<file path="config.mk">
export PLATFORM = sky130hd
export DESIGN_NAME = lcd_init_sequencer
export DESIGN_NICKNAME = d
export VERILOG_FILES = /design/src/rtl/lcd_pkg.sv /design/src/rtl/lcd_delay_timer.sv /design/src/rtl/lcd_init_sequencer.sv
export SDC_FILE = /design/constraint.sdc
export NUM_CORES = 1
export LEC_CHECK = 0
export CAP_MARGIN = 25
export CORE_MARGIN = 5
export CORE_UTILIZATION = 48
export DETAILED_ROUTE_END_ITERATION = 7
export PLACE_DENSITY = 0.8
export SYNTH_ARGS = -nofsm -noshare
export SYNTH_HDL_FRONTEND = slang
export SYNTH_SLANG_ARGS = --single-unit
</file>
<file path="constraint.sdc">
create_clock -name CLK -period 2.32 [get_ports CLK]
set_input_delay 0.232 -clock CLK [delete_from_list [all_inputs] [get_ports CLK]]
set_output_delay 0.232 -clock CLK [all_outputs]
set_load 0.01 [all_outputs]
</file>
<file path="src/rtl/lcd_pkg.sv">
// lcd_pkg: shared state enum, HD44780 command codes and ROM word layout.
// Imported by the sequencer top and its delay timer.
package lcd_pkg;

  typedef enum logic [2:0] {
    POWERUP,
    FETCH,
    SETUP,
    PULSE,
    WAIT,
    IDLE
  } lcd_state_t;

  localparam logic [7:0] LCD_CMD_CLEAR = 8'h01;
  localparam logic [7:0] LCD_CMD_HOME  = 8'h02;

  localparam int ROM_W        = 9;
  localparam int ROM_RS_BIT   = 8;
  localparam int ROM_DATA_MSB = 7;
  localparam int ROM_DATA_LSB = 0;

  // Clear (0x01) and home (0x02/0x03) need the long busy wait.
  function automatic logic is_slow_cmd(
    input logic       rs,
    input logic [7:0] data
  );
    return !rs && (data == LCD_CMD_CLEAR ||
                   data[7:1] == LCD_CMD_HOME[7:1]);
  endfunction

endpackage

</file>
<file path="src/rtl/lcd_delay_timer.sv">
// lcd_delay_timer: loadable down-counter shared by all sequencer delays.
// Ports: clk, rst_n, load, value (W bits), done (count is zero).
module lcd_delay_timer #(
  parameter int W = 8
) (
  input  logic         clk,
  input  logic         rst_n,
  input  logic         load,
  input  logic [W-1:0] value,
  output logic         done
);

  logic [W-1:0] cnt;

  always_ff @(posedge clk or negedge rst_n) begin
    if (!rst_n) begin
      cnt <= '0;
    end else if (load) begin
      cnt <= value;
    end else if (cnt != '0) begin
      cnt <= cnt - W'(1);
    end
  end

  assign done = (cnt == '0);

endmodule

</file>
<file path="src/rtl/lcd_init_sequencer.sv">
// lcd_init_sequencer: HD44780 8-bit init from command ROM, then host writes.
// Ports: CLK, nRST, rom_addr/rom_q/rom_rdy (ROM side), wr_valid/wr_rs/
// wr_data/wr_ready (host), init_done, lcd_e/lcd_rs/lcd_rw/lcd_data (pins).
// Optional: LCD_REINIT_EN adds a reinit input honoured in IDLE.
module lcd_init_sequencer
  import lcd_pkg::*;
#(
  parameter int POWERUP_CYC    = 750000,
  parameter int SETUP_CYC      = 2,
  parameter int E_HIGH_CYC     = 12,
  parameter int CMD_WAIT_CYC   = 2000,
  parameter int CLEAR_WAIT_CYC = 82000
) (
  input  logic             CLK,
  input  logic             nRST,
  output logic [2:0]       rom_addr,
  input  logic [ROM_W-1:0] rom_q,
  input  logic             rom_rdy,
  input  logic             wr_valid,
  input  logic             wr_rs,
  input  logic [7:0]       wr_data,
`ifdef LCD_REINIT_EN
  input  logic             reinit,
`endif
  output logic             wr_ready,
  output logic             init_done,
  output logic             lcd_e,
  output logic             lcd_rs,
  output logic             lcd_rw,
  output logic [7:0]       lcd_data
);

  localparam int M0 = (POWERUP_CYC > CLEAR_WAIT_CYC) ?
                      POWERUP_CYC : CLEAR_WAIT_CYC;
  localparam int M1 = (CMD_WAIT_CYC > E_HIGH_CYC) ?
                      CMD_WAIT_CYC : E_HIGH_CYC;
  localparam int M2 = (M0 > M1) ? M0 : M1;
  localparam int MX = (M2 > SETUP_CYC) ? M2 : SETUP_CYC;
  localparam int W  = $clog2(MX) + 1;

  // Counter runs value..0 inclusive, so each state lasts value+1 cycles.
  // Power-up spends its first cycle loading, hence the extra -1.
  localparam logic [W-1:0] PU_LD  = W'(POWERUP_CYC - 2);
  localparam logic [W-1:0] SU_LD  = W'(SETUP_CYC - 1);
  localparam logic [W-1:0] EH_LD  = W'(E_HIGH_CYC - 1);
  localparam logic [W-1:0] CMD_LD = W'(CMD_WAIT_CYC - 1);
  localparam logic [W-1:0] CLR_LD = W'(CLEAR_WAIT_CYC - 1);

  lcd_state_t   state;
  logic         armed;
  logic         tmr_load;
  logic [W-1:0] tmr_value;
  logic         tmr_done;
  logic         reinit_hit;
  logic         host_take;

`ifdef LCD_REINIT_EN
  assign reinit_hit = (state == IDLE) && reinit;
`else
  assign reinit_hit = 1'b0;
`endif

  assign host_take = (state == IDLE) && wr_valid && !reinit_hit;
  assign lcd_rw = 1'b0;

  lcd_delay_timer #(
    .W(W)
  ) u_timer (
    .clk  (CLK),
    .rst_n(nRST),
    .load (tmr_load),
    .value(tmr_value),
    .done (tmr_done)
  );

  always_comb begin
    tmr_load  = 1'b0;
    tmr_value = '0;
    unique case (state)
      POWERUP: begin
        if (!armed) begin
          tmr_load  = 1'b1;
          tmr_value = PU_LD;
        end
      end
      FETCH: begin
        if (!rom_rdy) begin
          tmr_load  = 1'b1;
          tmr_value = SU_LD;
        end
      end
      SETUP: begin
        if (tmr_done) begin
          tmr_load  = 1'b1;
          tmr_value = EH_LD;
        end
      end
      PULSE: begin
        if (tmr_done) begin
          tmr_load  = 1'b1;
          tmr_value = is_slow_cmd(lcd_rs, lcd_data) ?
                      CLR_LD : CMD_LD;
        end
      end
      IDLE: begin
        if (host_take) begin
          tmr_load  = 1'b1;
          tmr_value = SU_LD;
        end
      end
      default: ;
    endcase
  end

  always_ff @(posedge CLK or negedge nRST) begin
    if (!nRST) begin
      state     <= POWERUP;
      armed     <= 1'b0;
      rom_addr  <= '0;
      lcd_e     <= 1'b0;
      lcd_rs    <= 1'b0;
      lcd_data  <= '0;
      wr_ready  <= 1'b0;
      init_done <= 1'b0;
    end else begin
      unique case (state)
        POWERUP: begin
          armed <= 1'b1;
          if (armed && tmr_done) state <= FETCH;
        end
        FETCH: begin
          if (rom_rdy) begin
            init_done <= 1'b1;
            wr_ready  <= 1'b1;
            state     <= IDLE;
          end else begin
            lcd_rs   <= rom_q[ROM_RS_BIT];
            lcd_data <= rom_q[ROM_DATA_MSB:ROM_DATA_LSB];
            state    <= SETUP;
          end
        end
        SETUP: begin
          if (tmr_done) begin
            lcd_e <= 1'b1;
            state <= PULSE;
          end
        end
        PULSE: begin
          if (tmr_done) begin
            lcd_e <= 1'b0;
            state <= WAIT;
          end
        end
        WAIT: begin
          if (tmr_done) begin
            if (init_done) begin
              wr_ready <= 1'b1;
              state    <= IDLE;
            end else if (rom_addr == 3'd7) begin
              // Last ROM slot: finish instead of wrapping to 0.
              init_done <= 1'b1;
              wr_ready  <= 1'b1;
              state     <= IDLE;
            end else begin
              rom_addr <= rom_addr + 3'd1;
              state    <= FETCH;
            end
          end
        end
        IDLE: begin
          if (reinit_hit) begin
            init_done <= 1'b0;
            wr_ready  <= 1'b0;
            rom_addr  <= '0;
            state     <= FETCH;
          end else if (host_take) begin
            lcd_rs   <= wr_rs;
            lcd_data <= wr_data;
            wr_ready <= 1'b0;
            state    <= SETUP;
          end
        end
        default: state <= POWERUP;
      endcase
    end
  end

endmodule
</file>
### Word-level counts from Yosys, hierarchy flattened

Index checks and enable logic that the tools add are counted.

| word-level totals | value |
|---|---|
| latch bits | 0 |
| output and inout port bits | 16 |
| memory bits (read-only) | 0 |
| input bits | 22 |
| word-level logic and storage cells | 91 |
| memory bits (writable) | 0 |
| memories | 0 |
| flip-flop bits (word level) | 40 |

| operators by class | value |
|---|---|
| mux-type cells | 42 |
| $lt $le $gt $ge | 0 |
| add/sub/neg operators | 2 |
| reduce and logical (&&, ||, !) cells | 20 |
| div/mod/pow operators | 0 |
| multipliers | 0 |
| equal/unequal tests | 16 |
| shift-type cells | 0 |
| bitwise logic cells | 2 |

Operators by type and width:

| kind | number |
|---|---|
| $pmux 21 s5 | 1 |
| $mux 21 | 2 |
| $mux 17 | 2 |
| $mux 3 | 8 |
| $logic_not 21->1 | 1 |
| $reduce_bool 21->1 | 1 |
| $sub 21x1->21 const B | 1 |
| $mux 20 | 1 |
| $mux 1 | 18 |
| $pmux 3 s6 | 1 |
| $mux 8 | 2 |
| $pmux 8 s2 | 1 |
| $ne 2x2->1 const B | 7 |
| $reduce_and 5->1 | 2 |
| $eq 3x3->1 const B | 3 |
| $reduce_and 3->1 | 3 |
| $eq 8x1->1 const B | 1 |
| $reduce_bool 2->1 | 4 |
| $eq 7x1->1 const B | 1 |
| $eq 3x2->1 const B | 2 |
| $pmux 1 s2 | 3 |
| $mux 4 | 1 |
| $pmux 1 s4 | 1 |
| $reduce_and 4->1 | 1 |
| 11 further kinds | 14 |

### Logic depth before layout (Yosys ltp)

| logic depth | value |
|---|---|
| word-level depth | 7 |
| gate-level depth with buffers | 8 |
| mapped depth without buffers | 7 |

### Hierarchy

From an unflattened synthesis, not the netlist that was laid out.

| unflattened totals | value |
|---|---|
| cells, all modules | 228 |
| area total of the unflattened synthesis | 2383.5 µm² |

Modules (own cells, without submodules):

| module | times used | cells each | seq. area each (µm²) | area each (µm²) |
|---|---|---|---|---|
| lcd_delay_timer | 1 | 129 | 525.5 | 1297.5 |
| lcd_init_sequencer | 1 | 99 | 475.5 | 1086.0 |

### Worst setup path before layout

Ideal clock, no wire load.

| timing path | value |
|---|---|
| path type | register -> register |
| start | register u_timer.cnt[0] |
| end | register rom_addr[1] |
| arrival time | 2236 ps |
| setup slack | -41 ps |
| cell stages (with the launch flop) | 8 |
| setup time | 125 ps |
| data required time | 2195 ps |
| period minus slack after synthesis | 2361 ps |
| path through | dfrtp_1 -> inv_1 -> ha_1 -> or3b_2 -> nor3_4 -> nand4b_4 -> or4_4 -> mux2_4 |

| on the way | value |
|---|---|
| cells in the longest elaborated chain, start to end | 2 |

Ends and longest elaborated chain:

| what | RTL line | RTL |
|---|---|---|
| start, declared | lcd_delay_timer.sv:13 | `logic [W-1:0] cnt;` |
| start signal, assigned | lcd_delay_timer.sv:19 | `cnt <= value;` |
| start signal, assigned | lcd_delay_timer.sv:21 | `cnt <= cnt - W'(1);` |
| $logic_not 21->1 | lcd_delay_timer.sv:25 | `assign done = (cnt == '0);` |
| $reduce_and 4->1 (no source line) | - |  |
| end signal, assigned | lcd_init_sequencer.sv:165 | `rom_addr <= rom_addr + 3'd1;` |
| end, declared | lcd_init_sequencer.sv:16 | `output logic [2:0] rom_addr,` |

No other way between the ends.
A chain may end at the register's enable or synchronous reset.

### Worst setup path in the final report

Same ends and word-level chain as after synthesis.

==> results_dict.tcl <==
set metrics [dict create \
    status "finished, final reports clean" \
    fin_setup_tns_ns 0 \
    htree_levels 2 \
    yosysUniqueCellTypes 47 \
    area_growth_pct 28.1 \
    finalHoldViolCount 0 \
    gp_congestion 0.922 \
    numCtsBuffers 5 \
    drt_iter0_drc 94 \
    grt_remaining_overflow 0 \
    syn_avg_cell_area_um2 9.83 \
    async_flop_share_pct 100 \
    finalPower_mw 2.48 \
    finalCriticalPeriod_ns 2.26 \
    grt_start_max_net_pins 41 \
    ir_drop_v 0.000528 \
    antenna_found_initial 0 \
    routed_wl_um 4940 \
    cts.clk_slew.worst_paths_ns 0.07 \
    pwr_density_cell_mw_per_mm2 868 \
    final_common_cell "dfrtp_1" \
    dpl.hpwl_um 3700 \
    yosysWarnings 0 \
    synth_top_flop_cell "dfrtp_1" \
    syn_inst 227 \
    p_leak_nw 1.26 \
    required_ns 2.50 \
    cts.sinks 40 \
    row_count 24 \
    mostFrequentLayoutCells "dfrtp_1 (40), clkdlybuf4s50_1 (35), o21ai_0 (24)" \
    die_area_mm2 0.00611 \
    die_height_um 78.2 \
    criticalPathCategory "reg -> reg" \
    io_pins 38 \
    cap_violations 0 \
    clk_latency_ns 0.29 \
    n_fill_cell 362 \
    grt_pass1_wl_um 8560 \
    setup_viol_count_final 0 \
    slew_viol_final 0 \
    drive_above_1_share_pct 15.7 \
    diodes 0 \
    avgViaCountPerCell 5.66 \
    synth-seq-area-share_pct 44.8 \
    grt_use_total_pct 17.5 \
    drc_errors 0 \
    fmax_mhz 442 \
    relSlewSlack_pct 42.6 \
    first_pass_iters 4 \
    clockBufferDepth 2 \
    hold_path_class "in -> async" \
    cts_tree "yes" \
    syn_area_mm2 0.00223 \
    die_x_um 78.2 \
    register_area_mm2 0.00100 \
    wire_per_inst_um 14.8 \
    final_antenna_net_count 0 \
    portBuffers 36 \
    synth_seq_cells 40 \
    critPathMaxFanout 3 \
    crit_path_start_kind "flip-flop" \
    end_kind "flip-flop" \
    core_area_mm2 0.00444 \
    multi_input_area_mm2 0.00118 \
    fin_skew_ns 0.00435 \
    arrival_ns 2.44 \
    cts-root-buf "clkbuf_8" \
    synth_edf_count 0 \
    syn_nets 252 \
    post-route-period-util_pct 97.5 \
    grt_pass1_vias 1876 \
    tightest_slew_ns 0.861 \
    vias 1885 \
    start_util_pct 50.2 \
    final_nets 305 \
]
-- metrics by stage --
step	util [%]	setup WS (ns)	instance area, um2	instances	hold slack, ns
2_1_floorplan	-	0.0119	2230	227	-0.0636
3_3_place_gp	61.9	0.0762	2750	324	0.400
3_5_place_dp	61.9	0.0212	2750	324	0.398
4_1_cts	64.0	0.0367	2840	332	0.0784
5_1_grt	64.3	-0.00458	2860	333	0.140
6_report	64.3	0.0575	2860	333	0.0455
-- Yosys cell counts, types with 5 or more instances --
| cell | count | share of area (%) |
|---|---|---|
| dfrtp_1 | 40 | 45 |
| o21ai_0 | 24 | 5.4 |
| nand2_1 | 21 | 3.5 |
| nor2_1 | 14 | 2.4 |
| mux2i_1 | 11 | 4.9 |
| xnor2_1 | 10 | 3.9 |
| clkbuf_1 | 8 | 1.3 |
| nor4_1 | 8 | 2.2 |
| xor2_1 | 8 | 3.1 |
| inv_1 | 7 | 1.2 |
| nand3_1 | 7 | 1.6 |
| nor3_1 | 7 | 1.6 |
| a21oi_1 | 5 | 1.1 |
| o31ai_1 | 5 | 1.7 |
-- final timing paths --
kind	from	end	slack (ns)	cells after the start
max	u_timer.cnt[0]	rom_addr[1]	0.06	7
min	nRST	rom_addr[2]	0.05	1
max reg2reg	u_timer.cnt[0]	rom_addr[1]	0.06	7
min reg2reg	init_done	init_done	0.49	1
max in group asynchronous	nRST	u_timer.cnt[20]	1.73	1
min in group CLK	init_done	init_done	0.49	1
-- where the power goes --
part / internal [mW] / switching [mW]
sequential: 0.902 / 0.266
combinational: 0.473 / 0.370
clock: 0.242 / 0.228
total: 1.62 / 0.865
-- cell families after synthesis --
kind of cell / after synthesis / synth area share [%]
DFF: 40 / 44.8
xor gates and xnor gates: 18 / 7.06
buffers and inverters: 16 / 2.86
adders and majority gates: 3 / 1.68
muxes: 14 / 6.78
other: 1 / 0.168
AOI/OAI and AO/OA: 49 / 13.5
and+or+nand+nor: 86 / 23.1
-- flip-flops by register name, summed over array words and instances (netlist names) --
register and flops:
u_timer.cnt 21, lcd_data 8, rom_addr 3, state 3
armed 1, init_done 1, lcd_e 1, lcd_rs 1
wr_ready 1
-- critical path: stages, from the launching register on --
cell and delay [ns]:
dfrtp_1 0.38, inv_1 0.10, ha_2 0.19, or3b_4 0.41, nor3_4 0.18, nand4b_4 0.13, or4_4 0.46, mux2_4 0.31
-- repair_timing --
action,CTS,global route
gates resized for setup,0,2
endpoints found under the hold margin,0,0
hold buffers,0,0
pin swaps,1,1
endpoints found under the setup margin,1,17
buffers inserted,0,1
-- metal layers --
metal | GRT usage, % | share of wire, % | wire length [um]
met2 | 27.2 | 45 | 2200
met5 | 0 | 0 | 0
met1 | 22.6 | 46 | 2270
met3 | 5.72 | 7.5 | 373
met4 | 7.17 | 2.0 | 97
-- cell type report --
| type | count | area share [%] |
|---|---|---|
| inverter | 7 | 0.919 |
| sequential | 40 | 35.0 |
| clock buffer | 8 | 3.15 |
| tap | 52 | 2.28 |
| timing repair buffer | 55 | 17.4 |
| multi-input combinational | 171 | 41.2 |
Note: power is estimated with default switching activity, not from simulation.
